$ cat config.mk
export PLATFORM = sky130hd
export DESIGN_NAME = anton_neopixel_stream_sequencer
export DESIGN_NICKNAME = d
export VERILOG_FILES = /design/src/rtl/anton_neopixel_stream_sequencer_pkg.sv /design/src/rtl/anton_neopixel_stream_sequencer_latch_timer.sv /design/src/rtl/anton_neopixel_stream_sequencer.sv
export SDC_FILE = /design/constraint.sdc
export NUM_CORES = 1
export LEC_CHECK = 0
export ABC_CLOCK_PERIOD_IN_PS = 2900
export BUFFER_PORTS_ARGS = -buffer_cell sky130_fd_sc_hd__clkbuf_2
export CAP_MARGIN = 5
export CELL_PAD_IN_SITES_DETAIL_PLACEMENT = 0
export CELL_PAD_IN_SITES_GLOBAL_PLACEMENT = 1
export CORE_UTILIZATION = 40
export DETAILED_ROUTE_END_ITERATION = 12
export GPL_TIMING_DRIVEN = 0
export PLACE_DENSITY = 0.76
export SLEW_MARGIN = 20
export SYNTH_ARGS = -nofsm -noshare
export SYNTH_HDL_FRONTEND = slang
export SYNTH_SLANG_ARGS = --single-unit
$ cat constraint.sdc
create_clock -name clk7mhz -period 2.9 [get_ports clk7mhz]
set_clock_uncertainty 0.1 [all_clocks]
set_input_delay 0.58 -clock clk7mhz [delete_from_list [all_inputs] [get_ports clk7mhz]]
set_output_delay 0.58 -clock clk7mhz [all_outputs]
set_load 0.1 [all_outputs]
$ cat src/rtl/anton_neopixel_stream_sequencer_pkg.sv
// ---------------------------------------------------------------------------
// anton_neopixel_stream_sequencer_pkg
// Shared constants for the NeoPixel stream sequencer: the 2-bit state
// encoding, default buffer/latch sizes and the per-pixel data bit counts.
// ---------------------------------------------------------------------------
package anton_neopixel_stream_sequencer_pkg;

    typedef enum logic [1:0] {
        ENUM_STATE_IDLE     = 2'd0,
        ENUM_STATE_TRANSMIT = 2'd1,
        ENUM_STATE_LATCH    = 2'd2
    } state_e;

    localparam int BUFFER_END_DEFAULT  = 255;
    // 350 cycles of a 7 MHz clock is a 50 us latch interval.
    localparam int RESET_DELAY_DEFAULT = 349;

    localparam int PIXEL_BITS_RGB  = 24;
    localparam int PIXEL_BITS_RGBW = 32;

endpackage

$ cat src/rtl/anton_neopixel_stream_sequencer_latch_timer.sv
// ---------------------------------------------------------------------------
// anton_neopixel_latch_timer
// Delay counter for the latch interval. Counts while en_i is high, clears
// synchronously on clr_i, and raises terminal_o (combinational) on the cycle
// the count equals DELAY; the counter returns to 0 on that edge.
//   clk, rst    : clock, asynchronous active-high reset
//   en_i        : count enable
//   clr_i       : synchronous clear (priority over en_i)
//   terminal_o  : count == DELAY while enabled
// ---------------------------------------------------------------------------
module anton_neopixel_latch_timer #(
    parameter int DELAY = 9,
    parameter int WIDTH = $clog2(DELAY + 1)
) (
    input  logic clk,
    input  logic rst,
    input  logic en_i,
    input  logic clr_i,
    output logic terminal_o
);

    logic [WIDTH-1:0] count_q;

    assign terminal_o = en_i && (count_q == WIDTH'(DELAY));

    always_ff @(posedge clk or posedge rst) begin
        if (rst) begin
            count_q <= '0;
        end else if (clr_i) begin
            count_q <= '0;
        end else if (en_i) begin
            count_q <= terminal_o ? '0 : count_q + 1'b1;
        end
    end

endmodule

$ cat src/rtl/anton_neopixel_stream_sequencer.sv
// ---------------------------------------------------------------------------
// anton_neopixel_stream_sequencer
// Walks sub-bit pattern steps, pixel bits and pixel byte indices through the
// frame buffer, then holds the latch interval. IDLE -> TRANSMIT -> LATCH,
// with one-shot or loop frame mode, RGB/RGBW pixels and word-aligned indices.
//   clk7mhz, rst          : clock, asynchronous active-high reset
//   reg_ctrl_*            : control bits from the register block
//   reg_max               : software end index (used when limit is set)
//   bit_pattern_index     : sub-bit step within the current data bit
//   pixel_bit_index       : data bit within the current pixel
//   pixel_index           : byte index of the current pixel
//   pixel_index_max       : effective end index (combinational)
//   state                 : 0 IDLE, 1 TRANSMIT, 2 LATCH
//   stream_output/reset   : datapath enables for TRANSMIT / LATCH
//   stream_*_of           : bit, pixel (frame) and latch overflow strobes
//   frame_done            : pulse on the last latch cycle
//   frame_count           : completed frames, wraps
// Control handshake: there is no valid/ready pairing here; reg_ctrl_run acts
// as a level enable and every counter advances only on edges where run is 1
// and init is 0.
// ---------------------------------------------------------------------------
module anton_neopixel_stream_sequencer
    import anton_neopixel_stream_sequencer_pkg::*;
#(
    parameter int BUFFER_END   = BUFFER_END_DEFAULT,
    parameter int RESET_DELAY  = RESET_DELAY_DEFAULT,
    parameter int PATTERN_BITS = 3,
    parameter int BUFFER_BITS  = $clog2(BUFFER_END + 1),
    parameter int DELAY_BITS   = $clog2(RESET_DELAY + 1)
) (
    input  logic                    clk7mhz,
    input  logic                    rst,
    input  logic                    reg_ctrl_init,
    input  logic                    reg_ctrl_run,
    input  logic                    reg_ctrl_loop,
    input  logic                    reg_ctrl_limit,
    input  logic                    reg_ctrl_32bit,
    input  logic                    reg_ctrl_rgbw,
    input  logic [12:0]             reg_max,
    output logic [PATTERN_BITS-1:0] bit_pattern_index,
    output logic [4:0]              pixel_bit_index,
    output logic [BUFFER_BITS-1:0]  pixel_index,
    output logic [BUFFER_BITS-1:0]  pixel_index_max,
    output logic [1:0]              state,
    output logic                    stream_output,
    output logic                    stream_reset,
    output logic                    stream_bit_of,
    output logic                    stream_pixel_of,
    output logic                    stream_sync_of,
    output logic                    frame_done,
    output logic [15:0]             frame_count
);

    localparam logic [BUFFER_BITS-1:0] END_IDX = BUFFER_BITS'(BUFFER_END);

    state_e                  state_q;
    logic [PATTERN_BITS-1:0] pattern_q;
    logic [4:0]              bit_q;
    logic [BUFFER_BITS-1:0]  pix_q;
    logic [15:0]             frame_count_q;

    logic [BUFFER_BITS-1:0]  max_trunc;
    logic [BUFFER_BITS-1:0]  equiv_idx;
    logic [BUFFER_BITS-1:0]  pix_step;
    logic                    pattern_of;
    logic                    bit_wrap;
    logic                    last_pixel;
    logic                    unused_reg_max_bits;

    // Only the low BUFFER_BITS of reg_max address the buffer.
    assign max_trunc           = reg_max[BUFFER_BITS-1:0];
    assign unused_reg_max_bits = ^reg_max[12:BUFFER_BITS];
    assign pixel_index_max     = !reg_ctrl_limit     ? END_IDX :
                                 (max_trunc > END_IDX) ? END_IDX : max_trunc;

    assign stream_output = reg_ctrl_run && !reg_ctrl_init && (state_q == ENUM_STATE_TRANSMIT);
    assign stream_reset  = reg_ctrl_run && !reg_ctrl_init && (state_q == ENUM_STATE_LATCH);

    assign pattern_of = stream_output && (&pattern_q);
    // Wrap at 31 is always honoured so a bit index above 23 still terminates
    // if rgbw is dropped mid-pixel.
    assign bit_wrap   = (bit_q == 5'd31) || (!reg_ctrl_rgbw && (bit_q == 5'd23));
    assign stream_bit_of = pattern_of && bit_wrap;

    // In word mode the last byte of the word is compared against the end index.
    assign equiv_idx  = reg_ctrl_32bit ? {pix_q[BUFFER_BITS-1:2], 2'b11} : pix_q;
    assign last_pixel = (equiv_idx == pixel_index_max);
    assign stream_pixel_of = stream_bit_of && last_pixel;
    assign pix_step   = reg_ctrl_32bit ? BUFFER_BITS'(4) : BUFFER_BITS'(1);

    anton_neopixel_latch_timer #(
        .DELAY (RESET_DELAY),
        .WIDTH (DELAY_BITS)
    ) u_latch_timer (
        .clk        (clk7mhz),
        .rst        (rst),
        .en_i       (stream_reset),
        .clr_i      (reg_ctrl_init),
        .terminal_o (stream_sync_of)
    );

    assign frame_done = stream_sync_of;

    always_ff @(posedge clk7mhz or posedge rst) begin
        if (rst) begin
            state_q   <= ENUM_STATE_IDLE;
            pattern_q <= '0;
            bit_q     <= '0;
            pix_q     <= '0;
        end else if (reg_ctrl_init) begin
            state_q   <= ENUM_STATE_IDLE;
            pattern_q <= '0;
            bit_q     <= '0;
            pix_q     <= '0;
        end else if (reg_ctrl_run) begin
            case (state_q)
                ENUM_STATE_IDLE: begin
                    state_q <= ENUM_STATE_TRANSMIT;
                end
                ENUM_STATE_TRANSMIT: begin
                    pattern_q <= pattern_q + 1'b1;
                    if (pattern_of) begin
                        bit_q <= bit_wrap ? 5'd0 : bit_q + 5'd1;
                    end
                    if (stream_bit_of) begin
                        if (last_pixel) begin
                            pix_q   <= '0;
                            state_q <= ENUM_STATE_LATCH;
                        end else begin
                            pix_q <= pix_q + pix_step;
                        end
                    end
                end
                ENUM_STATE_LATCH: begin
                    if (stream_sync_of) begin
                        state_q <= reg_ctrl_loop ? ENUM_STATE_TRANSMIT : ENUM_STATE_IDLE;
                    end
                end
                default: begin
                    state_q <= ENUM_STATE_IDLE;
                end
            endcase
        end
    end

    // Not touched by init: frames completed survive a soft clear.
    always_ff @(posedge clk7mhz or posedge rst) begin
        if (rst) begin
            frame_count_q <= '0;
        end else if (stream_sync_of) begin
            frame_count_q <= frame_count_q + 16'd1;
        end
    end

    assign bit_pattern_index = pattern_q;
    assign pixel_bit_index   = bit_q;
    assign pixel_index       = pix_q;
    assign state             = state_q;
    assign frame_count       = frame_count_q;

endmodule

==> reports/metrics.csv, run 1 <==
metric,value,unit
run status,completed,
final core utilization,51.1,%
fin area,3230,sq um
Synth Flop Type,dfrtp_1,
fraction of power spent switching nets,42.3,%
Row Count,29,
synthesized cell area,2610,sq um
Ant. Diodes,0,
Comb pwr share,33.3,%
Tcrit/Tclk final,98.3,%
R2R depth,8,
"Power, Total",1.61,mW
Vias per Instance,5.36,
DRT Pass-1 Iters,4,
Final TNS setup,0,ps
RSZ-0062 raised after global routing,yes,
gr usage total,17.8,%
worst skew pair latency,310,ps
gpl congestion,0.719,
maxcap violations,0,
CTS tree,built,
slew of the pin with the lowest slew margin,553,ps
Port Buffers,62,
sequential cell area fraction in the yosys report,41.2,%
largest net degree at the start of global routing,28,
FF+latch area,1100,sq um
Startpoint Class,register,
# setup viols final,0,
clk slew on worst S/H paths,90,ps
die height,82.8,microns
asr flop ratio synth,100,%
cts bufs inserted,5,
die width,82.8,microns
Lkg Pwr,1.58,nW
max frequency,351,MHz
core area,6310,sq um
hold buffer count at cts,0,
final cell count without fillers,421,
fin crit period,2850,ps
Clock Root Buffer,clkbuf_8,
VDD IR max,440,uV
Crit Path Max Fanout,2,
DRC,0,
DP HPWL,4.32,mm
CP Class,reg -> out,
Int Pwr,0.927,mW
crit end category,output port,
Worst path depth,5,
Final Hold Vio Count,0,
gr ovfl total,0,
"Slowest-stage cell, CP",dfrtp_4,
first-pass GRT wire length,10.1,mm
number of max-slew violations in the final report,0,
Syn-to-layout area delta,23.4,%
Initial Utilization,41.4,%
antenna violations before repair,0,
DP Cell Count,408,
Starting DRT DRC Count,144,
Slew HR,63.3,%
WP buf/inv,1,
WP data required,2220,ps
total number of vias,2258,
Synthesized Nets,300,
number of global-route vias before repair,2146,
placement-stage cell area,3070,sq um
share of layout cells above drive strength 1,33.7,%
Filler Cell Count,611,
CP max stage delay,490,ps
Gate Count Post-Synth,268,
final net count,375,
routed wire length,5.90,mm
I/O pin cnt,69,
synth warn,0,
distinct cell type count after synthesis,60,
full die area,6860,sq um
WL per Instance,14.0,microns
cells along the critical path,or3_4 -> a2111oi_4 -> o32ai_4 -> nor3_4 -> clkbuf_16,
worst hold slack,135,ps
area of the multi-input gates,1450,sq um
Switch Pwr,0.679,mW
number of H-tree levels,2,
Reg power frac,43.1,%
register bit total from synthesis,43,
final worst slack,50.0,ps
CP arrival,2170,ps
Clock Power Share,23.6,%
Post-synth EDFFs,0,
synthesized area per cell,9.75,sq um
Worst Hold Class,in -> async,
Clock Tree Buf Depth,2,
crit-path leading delay family,simple AND/OR/NAND/NOR gates,
post-route ant nets,0,
pre-CTS setup slack,-254,ps
pwr dens,498,nW/um^2
clk sinks,43,
[worst reg2reg max path: cells and delay by family, from the launching register on]
family                 cells  cell delay [ps]
flip-flops                 1              490
AO/OA/AOI/OAI              5             1270
buffers and inverters      3              480
[cell usage after synthesis, types with 5 or more instances]
| cell | instances | share of area (%) |
|---|---|---|
| dfrtp_1 | 43 | 41 |
| nand2_1 | 34 | 4.9 |
| nor2_1 | 19 | 2.7 |
| xnor2_1 | 16 | 5.4 |
| inv_1 | 14 | 2.0 |
| nand2b_1 | 12 | 2.9 |
| ha_1 | 11 | 5.3 |
| xor2_1 | 11 | 3.7 |
| a21oi_1 | 10 | 1.9 |
| o21ai_0 | 8 | 1.5 |
| and3_1 | 7 | 1.7 |
| nand4_1 | 7 | 1.7 |
| nand3_1 | 5 | 0.96 |
[power by group through the flow]
stage          Sequential, mW  Clock [mW]  Combinational, mW
2_1_floorplan           0.901           0              0.220
3_3_place_gp            0.705           0              0.514
3_5_place_dp            0.706           0              0.522
4_1_cts                 0.692       0.390              0.536
5_1_grt                 0.700       0.416              0.571
6_report                0.693       0.379              0.535
[area by class of cell]
type	count	area share (%)
clock inverters	3	0.465
clock buffers	5	2.13
multi-input cells	202	44.8
plain buffers	8	1.55
well taps	77	2.99
repair buffers	68	12.3
flip-flops and latches	43	34.0
inverters	15	1.75
[kinds of logic after synthesis]
family,Yosys count,synth area share (%)
AND/OR/NAND/NOR,112,23.7
AO/OA/AOI/OAI,49,15.6
flip-flops,43,41.2
XOR/XNOR,27,9.05
buffers and inverters,23,4.07
adder cells (fa/ha/maj),11,5.27
multiplexers,3,1.20
[sequential cells by signal, summed over array words and instances (netlist names)]
name	cells
frame_count	16
u_latch_timer.count_q	9
pixel_index	8
pixel_bit_index	5
bit_pattern_index	3
state	2
[cells in the final DEF, fill, tap and decap left out, types with 11 or more instances in the layout]
| cell type | count |
|---|---|
| nor2_1 | 19 |
| nand2b_1 | 12 |
| ha_1 | 11 |
| dfrtp_2 | 11 |
| clkbuf_2 | 59 |
| xor2_1 | 11 |
| dfrtp_1 | 30 |
| xnor2_1 | 16 |
| inv_1 | 13 |
| nand2_1 | 34 |
[path summary, 6_finish.rpt]
path                                  from            endpoint  slack [ps]
max in group asynchronous              rst     frame_count[13]        2080
hold / removal                         rst  pixel_bit_index[4]         140
hold reg to reg            frame_count[11]     frame_count[11]         390
min in group clk7mhz       frame_count[11]     frame_count[11]         390
setup reg to reg            pixel_index[1]      pixel_index[5]         430
setup / recovery            pixel_index[1]     stream_pixel_of          50
[per-layer routing]
layer	global-route usage [%]	routed length, microns
met5	0	0
met4	5.64	85
met3	3.48	221
met2	30.3	2910
met1	22.7	2680
[repair_timing]
item	4_1_cts	5_1_grt
setup buffers	4	1
gates cloned	0	0
pin swaps	3	2
gates resized for setup	5	4
setup endpoints to repair	3	3
Power figures use the tool's default switching activity.
==> run 2, diff against run 1 <==
--- a/config.mk
+++ b/config.mk
@@ -5,12 +5,13 @@
 export SDC_FILE = /design/constraint.sdc
 export NUM_CORES = 1
 export LEC_CHECK = 0
+export ABC_AREA = 1
 export ABC_CLOCK_PERIOD_IN_PS = 2900
 export BUFFER_PORTS_ARGS = -buffer_cell sky130_fd_sc_hd__clkbuf_2
 export CAP_MARGIN = 5
 export CELL_PAD_IN_SITES_DETAIL_PLACEMENT = 0
 export CELL_PAD_IN_SITES_GLOBAL_PLACEMENT = 1
-export CORE_UTILIZATION = 40
+export CORE_UTILIZATION = 39
 export DETAILED_ROUTE_END_ITERATION = 12
 export GPL_TIMING_DRIVEN = 0
 export PLACE_DENSITY = 0.76
==> run 2 against run 1 <==
  * The flow now finishes with violations (DRC)
  * Non-clock buffer count fell by 8
  * Area after synthesis rose by 11%
  * Sequential cell count stayed put
  * Via count rose by 12%
  * Clock power shrank 2%
  * Cell count up 30%
  * Utilization fell by 3.2 points
  * Die area grew 14%
  * Wire length grew 4.6%
  * Critical path type unchanged
==> reports/metrics.csv, run 2 <==
metric,value,unit,change
Initial Utilization,40.2,%,-1.2 points
DRT Pass-1 Iters,8,,+4
distinct cell type count after synthesis,33,,-45%
run status,"complete, but fails checks",,
Starting DRT DRC Count,58,,-60%
worst skew pair latency,290,ps,-20 ps
gpl congestion,0.800,,+11%
Slew HR,63.7,%,+0.42 points
# setup viols final,0,,unchanged
routed wire length,6.17,mm,+4.6%
"commonest non-fill, non-tap cell in the layout",nand2_1,,
synth warn,0,,unchanged
Vias per Instance,4.60,,-14%
synthesized cell area,2910,sq um,+11%
antenna violations before repair,0,,unchanged
Clock Tree Buf Depth,2,,unchanged
slew of the pin with the lowest slew margin,547,ps,-6.36 ps
WL per Instance,11.3,microns,-20%
Gate Count Post-Synth,378,,+41%
routing usage on met2,26.1,%,-4.2 points
largest net degree at the start of global routing,33,,+18%
global route hottest layer,met2,,
worst reg-to-reg setup slack,1030,ps,+600 ps
Final Hold Vio Count,0,,unchanged
worst hold slack,96.4,ps,-39.1 ps
Syn-to-layout area delta,19.1,%,
WP data required,2220,ps,about the same
top-count cell post-synth,nand2_1,,
R2R depth,13,,+5
Synth Flop Type,dfrtp_1,,
die height,88.4,microns,+6.8%
gr ovfl total,0,,unchanged
final net count,480,,+28%
asr flop ratio synth,100,%,unchanged
share of layout cells above drive strength 1,28.7,%,-5.0 points
Ant. Diodes,0,,unchanged
number of global-route vias before repair,2271,,+5.8%
sequential cell area fraction in the yosys report,36.9,%,-4.2 points
core area,7250,sq um,+15%
cts bufs inserted,5,,unchanged
crit end category,output port,,
Post-synth EDFFs,0,,unchanged
critical register-to-register path startpoint,pixel_bit_index[0],,
CTS tree,built,,
die width,88.4,microns,+6.8%
Port Buffers,62,,unchanged
Yosys top cell area share,36.9,%,-4.2 points
DP HPWL,4.90,mm,+13%
full die area,7820,sq um,+14%
RSZ-0062 raised after global routing,no,,
CP arrival,2070,ps,-100 ps
DRC,2,,+2
Crit Path Max Fanout,7,,+5
Lkg Pwr,1.80,nW,+14%
M1 GR Usage,24.8,%,+2.1 points
gr usage total,17.1,%,-0.71 points
Synth area leader,dfrtp_1,,
fin crit period,2750,ps,-96.3 ps
number of flip-flops in the largest register,16,,unchanged
max frequency,363,MHz,+3.5%
Startpoint Class,register,,
first-pass GRT wire length,10.5,mm,+4.1%
Tcrit/Tclk final,95.0,%,-3.3 points
Synthesized Nets,410,,+37%
number of max-slew violations in the final report,0,,unchanged
Worst R2R End,state[1],,
clk slew on worst S/H paths,80,ps,about the same
register bit total from synthesis,43,,unchanged
Row Count,31,,+6.9%
Clock Root Buffer,clkbuf_8,,
grt met3 use,3.26,%,-0.21 points
total number of vias,2519,,+12%
"Power, Total",1.41,mW,-12%
CP Class,reg -> out,,
maxcap violations,0,,unchanged
VDD IR max,423,uV,-4.0%
failing checks,DRC,,
Worst Hold Class,in -> async,,
I/O pin cnt,69,,unchanged
"commonest non-fill, non-tap cells in the layout","nand2_1 (91), clkbuf_2 (60), inv_1 (54)",,
synthesized area per cell,7.71,sq um,-21%
Post-synth top cells,"nand2_1 (91), inv_1 (57), dfrtp_1 (43)",,
clk sinks,43,,unchanged
pwr dens,407,nW/um^2,-18%
synth top area cells,"dfrtp_1 (37%), nand2_1 (12%), inv_1 (7.3%)",,
number of H-tree levels,2,,unchanged
post-route ant nets,0,,unchanged
[run 2: how the worst max path moves through the flow]
| stage | startpoint | end | slack [ps] | depth (start not counted) |
|---|---|---|---|---|
| floorplan | pixel_bit_index[0] | stream_pixel_of | -190 | 10 |
| global placement | reg_ctrl_32bit | stream_pixel_of | 170 | 11 |
| detailed placement | reg_ctrl_32bit | stream_pixel_of | 160 | 11 |
| CTS | pixel_bit_index[0] | stream_pixel_of | 60 | 11 |
| global route | u_latch_timer.count_q[1] | stream_sync_of | 1 | 8 |
| finish | u_latch_timer.count_q[1] | stream_sync_of | 150 | 8 |
[run 2: power by group]
group	internal, mW	switching [mW]	total (mW)
Sequential	0.622	0.0221	0.644
Combinational	0.0807	0.318	0.399
Clock	0.171	0.199	0.371
Total	0.874	0.539	1.41
[run 2: logic make-up after synthesis]
| logic type | Yosys count | synth area share (%) |
|---|---|---|
| simple gates | 199 | 35.1 |
| compound gates | 32 | 6.14 |
| xor+xnor | 23 | 6.91 |
| flops | 43 | 36.9 |
| fa+ha+maj | 11 | 4.72 |
| buf+inv | 70 | 10.2 |
[run 2: repair_timing]
action                                  in CTS  in global routing
buffers inserted                             0                  0
resized for setup                            1                  3
endpoints found under the hold margin        0                  0
cloned                                       0                  0
endpoints found under the setup margin       1                  2
hold buffers                                 0                  0
[run 2: through the flow]
stage / setup TNS, ps / cells / area (sq um) / util [%] / setup WS [ps]
6_report: 0 / 548 / 3470 / 47.9 / 146
5_1_grt: 0 / 548 / 3470 / 47.9 / 1.29
4_1_cts: 0 / 548 / 3470 / 47.8 / 62.5
3_5_place_dp: 0 / 540 / 3390 / 46.7 / 157
3_3_place_gp: 0 / 539 / 3370 / 46.4 / 170
2_1_floorplan: -189 / 378 / 2930 / - / -189
[run 2: critical path: stages, from the launching register on]
cell	delay, ps
dfrtp_1	410
inv_1	80
ha_1	170
nand2_1	70
nor2_2	230
nand3_4	190
clkinvlp_4	120
buf_4	100
buf_2	410
[run 2: area by class of cell]
type | instances | area (sq um)
buffer | 5 | 48.8
clock buffer | 8 | 80.1
fill | 762 | 3780
inverter | 65 | 256
multi-input combinational | 265 | 1540
sequential | 43 | 1090
tap | 99 | 124
timing repair buffer | 63 | 337
[run 2: per-layer routing]
metal | vias to the layer above | part of all wire, %
met5 | - | 0
met4 | 0 | 0.73
met1 | 1140 | 52
li1 | 1337 | -
met2 | 36 | 45
met3 | 6 | 3.1
